File: src/rtl/uart_pkg.sv
// rtl/uart_pkg.sv - shared UART types, defaults and helpers for the RX and TX paths
package uart_pkg;

   // Default clk cycles per serial bit (even, at least 4)
   localparam int UART_OVERSAMPLE  = 8;
   // Default number of data bits per frame
   localparam int UART_FRAME_WIDTH = 8;

   // Frame FSM states, common to receiver and transmitter
   typedef enum logic [2:0] {
      ST_IDLE   = 3'd0,
      ST_START  = 3'd1,
      ST_DATA   = 3'd2,
      ST_PARITY = 3'd3,
      ST_STOP   = 3'd4
   } uart_state_t;

   // 2-of-3 vote used to filter single-sample line noise
   function automatic logic majority3(input logic a, input logic b, input logic c);
      return (a & b) | (a & c) | (b & c);
   endfunction

endpackage

File: src/rtl/uart_rx_sampler.sv
// rtl/uart_rx_sampler.sv - per-bit oversample counter and 3-sample majority voter
module uart_rx_sampler
   import uart_pkg::*;
#(
   parameter int OVERSAMPLE = UART_OVERSAMPLE
) (
   input  logic clk,
   input  logic reset,
   input  logic i_rx,
   input  logic i_start,
   input  logic i_active,
   output logic o_sample_done,
   output logic o_bit_val,
   output logic o_bit_end
);

   localparam int CW = (OVERSAMPLE > 2) ? $clog2(OVERSAMPLE) : 1;
   localparam logic [CW-1:0] CNT_ONE    = CW'(1);
   localparam logic [CW-1:0] CNT_LAST   = CW'(OVERSAMPLE - 1);
   localparam logic [CW-1:0] CNT_MID_LO = CW'(OVERSAMPLE / 2 - 1);
   localparam logic [CW-1:0] CNT_MID    = CW'(OVERSAMPLE / 2);
   localparam logic [CW-1:0] CNT_MID_HI = CW'(OVERSAMPLE / 2 + 1);

   logic [CW-1:0] r_cnt;
   logic          r_smp_lo;
   logic          r_smp_mid;

   // Bit-cycle counter plus capture of the first two mid-bit samples; the start
   // detect cycle is counter 0, so the counter resumes at 1 on the following cycle
   always_ff @(posedge clk) begin
      if (reset) begin
         r_cnt     <= '0;
         r_smp_lo  <= 1'b1;
         r_smp_mid <= 1'b1;
      end else begin
         if (i_start) begin
            r_cnt <= CNT_ONE;
         end else if (!i_active) begin
            r_cnt <= '0;
         end else if (r_cnt == CNT_LAST) begin
            r_cnt <= '0;
         end else begin
            r_cnt <= r_cnt + CNT_ONE;
         end
         if (i_active && (r_cnt == CNT_MID_LO)) begin
            r_smp_lo <= i_rx;
         end
         if (i_active && (r_cnt == CNT_MID)) begin
            r_smp_mid <= i_rx;
         end
      end
   end

   // Third sample is the live line value, so the vote is ready at counter MID_HI
   assign o_sample_done = i_active && (r_cnt == CNT_MID_HI);
   assign o_bit_val     = majority3(r_smp_lo, r_smp_mid, i_rx);
   assign o_bit_end     = i_active && (r_cnt == CNT_LAST);

endmodule

File: src/rtl/uart_rx_deserializer.sv
// rtl/uart_rx_deserializer.sv - oversampled UART receiver with parity and stop checking
module uart_rx_deserializer
   import uart_pkg::*;
#(
   parameter int FRAME_WIDTH = UART_FRAME_WIDTH,
   parameter int OVERSAMPLE  = UART_OVERSAMPLE
) (
   input  logic                   clk,
   input  logic                   reset,
   input  logic                   RX_IN,
   input  logic                   PAR_EN,
   input  logic                   PAR_TYP,
   output logic [FRAME_WIDTH-1:0] P_DATA,
   output logic                   data_valid,
   output logic                   par_err,
   output logic                   stp_err
);

   localparam int IW = (FRAME_WIDTH > 1) ? $clog2(FRAME_WIDTH) : 1;
   localparam logic [IW-1:0] IDX_ONE  = IW'(1);
   localparam logic [IW-1:0] IDX_LAST = IW'(FRAME_WIDTH - 1);

   logic                   r_sync1;
   logic                   r_sync2;
   uart_state_t            r_state;
   logic                   r_armed;
   logic [IW-1:0]          r_bit_idx;
   logic [FRAME_WIDTH-1:0] r_shift;
   logic                   r_par_en;
   logic                   r_par_typ;
   logic                   r_par_bit;

   logic w_rx_s;
   logic w_active;
   logic w_start_det;
   logic w_sample_done;
   logic w_bit_val;
   logic w_bit_end;
   logic w_exp_par;

   // Two-flop synchronizer; resets to the idle (high) line level
   always_ff @(posedge clk) begin
      if (reset) begin
         r_sync1 <= 1'b1;
         r_sync2 <= 1'b1;
      end else begin
         r_sync1 <= RX_IN;
         r_sync2 <= r_sync1;
      end
   end

   assign w_rx_s      = r_sync2;
   assign w_active    = (r_state != ST_IDLE);
   assign w_start_det = (r_state == ST_IDLE) && r_armed && !w_rx_s;
   assign w_exp_par   = r_par_typ ? ~^r_shift : ^r_shift;

   uart_rx_sampler #(
      .OVERSAMPLE (OVERSAMPLE)
   ) u_sampler (
      .clk           (clk),
      .reset         (reset),
      .i_rx          (w_rx_s),
      .i_start       (w_start_det),
      .i_active      (w_active),
      .o_sample_done (w_sample_done),
      .o_bit_val     (w_bit_val),
      .o_bit_end     (w_bit_end)
   );

   // Frame FSM with registered data word and one-cycle outcome pulses
   always_ff @(posedge clk) begin
      if (reset) begin
         r_state    <= ST_IDLE;
         r_armed    <= 1'b0;
         r_bit_idx  <= '0;
         r_shift    <= '0;
         r_par_en   <= 1'b0;
         r_par_typ  <= 1'b0;
         r_par_bit  <= 1'b0;
         P_DATA     <= '0;
         data_valid <= 1'b0;
         par_err    <= 1'b0;
         stp_err    <= 1'b0;
      end else begin
         data_valid <= 1'b0;
         par_err    <= 1'b0;
         stp_err    <= 1'b0;

         // Only idle-level high (IDLE or the stop bit) arms detection; high data
         // bits must not, or a break after a stop error would look like a start
         if (w_rx_s && ((r_state == ST_IDLE) || (r_state == ST_STOP))) begin
            r_armed <= 1'b1;
         end

         case (r_state)
            ST_IDLE: begin
               if (w_start_det) begin
                  r_state   <= ST_START;
                  r_armed   <= 1'b0;
                  r_bit_idx <= '0;
                  r_par_en  <= PAR_EN;
                  r_par_typ <= PAR_TYP;
               end
            end

            ST_START: begin
               if (w_sample_done && w_bit_val) begin
                  r_state <= ST_IDLE;
               end else if (w_bit_end) begin
                  r_state <= ST_DATA;
               end
            end

            ST_DATA: begin
               if (w_sample_done) begin
                  r_shift <= {w_bit_val, r_shift[FRAME_WIDTH-1:1]};
               end
               if (w_bit_end) begin
                  if (r_bit_idx == IDX_LAST) begin
                     r_bit_idx <= '0;
                     r_state   <= r_par_en ? ST_PARITY : ST_STOP;
                  end else begin
                     r_bit_idx <= r_bit_idx + IDX_ONE;
                  end
               end
            end

            ST_PARITY: begin
               if (w_sample_done) begin
                  r_par_bit <= w_bit_val;
               end
               if (w_bit_end) begin
                  r_state <= ST_STOP;
               end
            end

            ST_STOP: begin
               if (w_sample_done) begin
                  r_state <= ST_IDLE;
                  if (!w_bit_val) begin
                     stp_err <= 1'b1;
                     r_armed <= 1'b0;
                  end else if (r_par_en && (r_par_bit != w_exp_par)) begin
                     par_err <= 1'b1;
                  end else begin
                     data_valid <= 1'b1;
                     P_DATA     <= r_shift;
                  end
               end
            end

            default: begin
               r_state <= ST_IDLE;
            end
         endcase
      end
   end

endmodule
File: config.mk
export PLATFORM = sky130hd
export DESIGN_NAME = uart_rx_deserializer
export DESIGN_NICKNAME = d
export VERILOG_FILES = /design/src/rtl/uart_pkg.sv /design/src/rtl/uart_rx_sampler.sv /design/src/rtl/uart_rx_deserializer.sv
export SDC_FILE = /design/constraint.sdc
export NUM_CORES = 1
export LEC_CHECK = 0
export CAP_MARGIN = 20
export CORE_MARGIN = 1.5
export CORE_UTILIZATION = 30
export DETAILED_ROUTE_END_ITERATION = 16
export PLACE_DENSITY = 0.58
export SKIP_LAST_GASP = 1
export SLEW_MARGIN = 0
export SYNTH_ARGS = -nofsm -noshare
export SYNTH_HDL_FRONTEND = slang
export SYNTH_SLANG_ARGS = --single-unit
File: constraint.sdc
create_clock -name clk -period 2.5 [get_ports clk]
set_clock_uncertainty 0.15 [all_clocks]
set_input_delay 0.25 -clock clk [delete_from_list [all_inputs] [get_ports clk]]
set_output_delay 0.25 -clock clk [all_outputs]
set_load 0.03 [all_outputs]
==> impl_metrics.ini <==
[status]
outcome = completed

[routing]
viasPerCell = 4.612
dr.first_iter.drc_count = 61
routed_wl_um = 2951
vias = 1190
antenna_left = 0
routedWlPerCell_um = 11.44
drt_first_pass_iters = 4
route.detailed.drc = 0

[cts]
cts_hold_buf = 0
post_cts_resized = 0
cts_made_buffers = 5
clock_latency_ns = 0.29
cts_max_level = 2
cts_tree = built
clockRootBuffer = clkbuf_8
cts.clk_slew.worst_paths_ns = 0.07
postCtsSetupBuffers = 0
clock_sinks = 36
cts_buffer_depth = 2

[power]
combPwrFrac_pct = 18.9
clkPwrFrac_pct = 33.0
leakagePower_nw = 0.7653
power_mw = 1.342
seqPwrFrac_pct = 48.1
power_density_nw_per_um2 = 684.5
p_int_mw = 0.9593
ir_drop_v = 0.0004174
p_switching_mw = 0.3827
swShare_pct = 28.52

[timing]
final_max_slew_viol_count = 0
hold_viol_final = 0
finalSetupTns_ns = 0
min_period_ns = 2.057
relSlewSlack_pct = 51.94
rsz0062_at_grt = no
tightestPinTransition_ns = 0.7109
period_share_pct = 82.29
finalSetupViolations = 0
clock.fmax_mhz = 486.1

[logic_synthesis]
synthesis.area_um2 = 1635
synth_async_sr_flop_share_pct = 0
syn_avg_cell_area_um2 = 9.563
netlist_instances = 171
synth_area_leaders = dfxtp_1 44%, mux2i_1 11%, nand2b_1 6.5%
synth_largest_area_cell = dfxtp_1
synth_seq_cells = 36
synth_top_area_share_pct = 44.07
synth-edff-count = 0
yosys_warnings = 0
synthDistinctLibCells = 35
syn-num-nets = 183
ys_seq_area_share_pct = 44.07
synth-main-ff-cell = dfxtp_1

[placed_design]
dp_cells = 251
place_congestion = 0.7779
dp_hpwl_um = 1927
placed_cell_area_um2 = 1864
port_buffers = 15

[floorplanning]
num_rows = 26
die_y_um = 76.83
boundaryPins = 16
die_x_um = 76.83
dieArea_um2 = 5903
initial_core_util_pct = 31.62
core_um2 = 5172

[worst_setup_path]
rr_startpoint = u_sampler.r_cnt[0]
worstSetupEndpointType = flop
cp_max_fo = 6
start_kind = flop
startpoint = u_sampler.r_cnt[0]
critPathRequiredTime_ns = 2.57
crit_type = reg -> reg
cp_data_arrival_time_ns = 2.13

[run]
cap_violations = 0

[grt]
grt_pass1_vias = 1044
overflow = 0
grt_max_degree = 45
antenna_found_initial = 0
grt_pass1_wl_um = 4954
grtUsageTotal_pct = 10.94

[final_layout]
nets = 200
antennaDiodeCount = 0
finalNonFillerCells = 258
drive_above_1_share_pct = 7.447
area_growth_pct = 19.89
final_cell_area_um2 = 1961

[min_path]
hold_path.class = reg -> reg
min_from = r_sync1
cell families (layout without fill, tap and decap cells):
group | Yosys count | in the layout | synth area share, %
adder cells (fa/ha/maj) | 8 | 8 | 6.044
AND/OR/NAND/NOR | 66 | 66 | 21.96
XOR/XNOR | 8 | 8 | 5.126
buffers and inverters | 14 | 31 | 3.520
AO/OA/AOI/OAI | 21 | 21 | 8.264
flip-flops | 36 | 36 | 44.07
multiplexers | 18 | 18 | 11.02
cell type report:
cell class / instances / area, um2
fillers: 525 / 3212
multi-input cells: 121 / 857.1
flip-flops and latches: 36 / 720.7
repair buffers: 19 / 180.2
clock buffers: 7 / 96.34
well taps: 70 / 87.58
inverters: 5 / 18.77
per-layer routing:
layer	up-vias	GRT usage (%)	share of wire, %
met1	537	14.78	52
met5	-	0	0
met2	22	14.42	41
li1	627	-	-
met3	4	5.238	5.4
met4	0	5.000	1.5
cells in the mapped netlist, types with 2 or more instances:
master    count
dfxtp_1      36
mux2i_1      18
nand2b_1     17
nor2_1       15
a21oi_1       8
clkbuf_1      7
ha_1          7
nand2_1       7
a22oi_1       5
inv_1         5
xnor2_1       5
nand3_1       4
nor3_1        4
nor4_1        3
or3_1         3
a211oi_1      2
nand4_1       2
nor2b_1       2
nor4b_1       2
o21ai_0       2
or2_2         2
xor2_1        2
registers in the layout, indices dropped and copies added, names as in the netlist, 3 cells and up:
name,cells
r_state,3
P_DATA,8
r_bit_idx,3
u_sampler.r_cnt,3
r_shift,8
worst paths after layout:
| kind | slack (ns) | endpoint | cells after the start |
|---|---|---|---|
| min | 0.27 | r_sync2 | 1 |
| min reg2reg | 0.27 | r_sync2 | 1 |
| max | 0.44 | r_state[1] | 5 |
| max reg2reg | 0.44 | r_state[1] | 5 |
placed cells by master (no fill, tap or decap):
master	instances
a211oi_1	2
a21boi_0	1
a21oi_1	8
a22oi_1	5
a311o_1	1
a311oi_1	1
a31oi_1	1
and2_1	1
and2b_1	1
buf_4	4
clkbuf_8	7
clkdlybuf4s50_1	15
dfxtp_1	36
ha_1	7
inv_1	5
maj3_2	1
mux2i_1	18
nand2_1	7
nand2b_1	17
nand3_1	4
nand4_1	2
nand4b_1	1
nor2_1	15
nor2b_1	2
nor3_1	4
nor3b_1	1
nor4_1	3
nor4b_1	2
o21ai_0	2
or2_2	2
or3_1	3
or4_1	1
xnor2_1	5
xnor3_1	1
xor2_1	2
power by group through the flow:
stage	Combinational (mW)	Clock, mW	Sequential, mW
floorplan	0.201	0	0.635
global placement	0.251	0	0.659
detailed placement	0.252	0	0.657
CTS	0.255	0.461	0.644
global route	0.284	0.491	0.651
finish	0.253	0.443	0.646
worst max-delay path, cell delays in order (launching register included):
cell and delay (ns):
dfxtp_1 0.34, ha_1 0.23, ha_1 0.28, nor4b_1 0.63, o21ai_0 0.21, a21oi_1 0.17
stage by stage:
step / utilization [%] / hold slack [ns] / setup WS (ns)
2_1_floorplan: - / 0.2038 / 0.6330
3_3_place_gp: 36.04 / 0.2614 / 0.5047
3_5_place_dp: 36.04 / 0.2569 / 0.4833
4_1_cts: 37.91 / 0.2772 / 0.4743
5_1_grt: 37.91 / 0.2939 / 0.3246
6_report: 37.91 / 0.2677 / 0.4427
(Power assumes the default switching activity.)
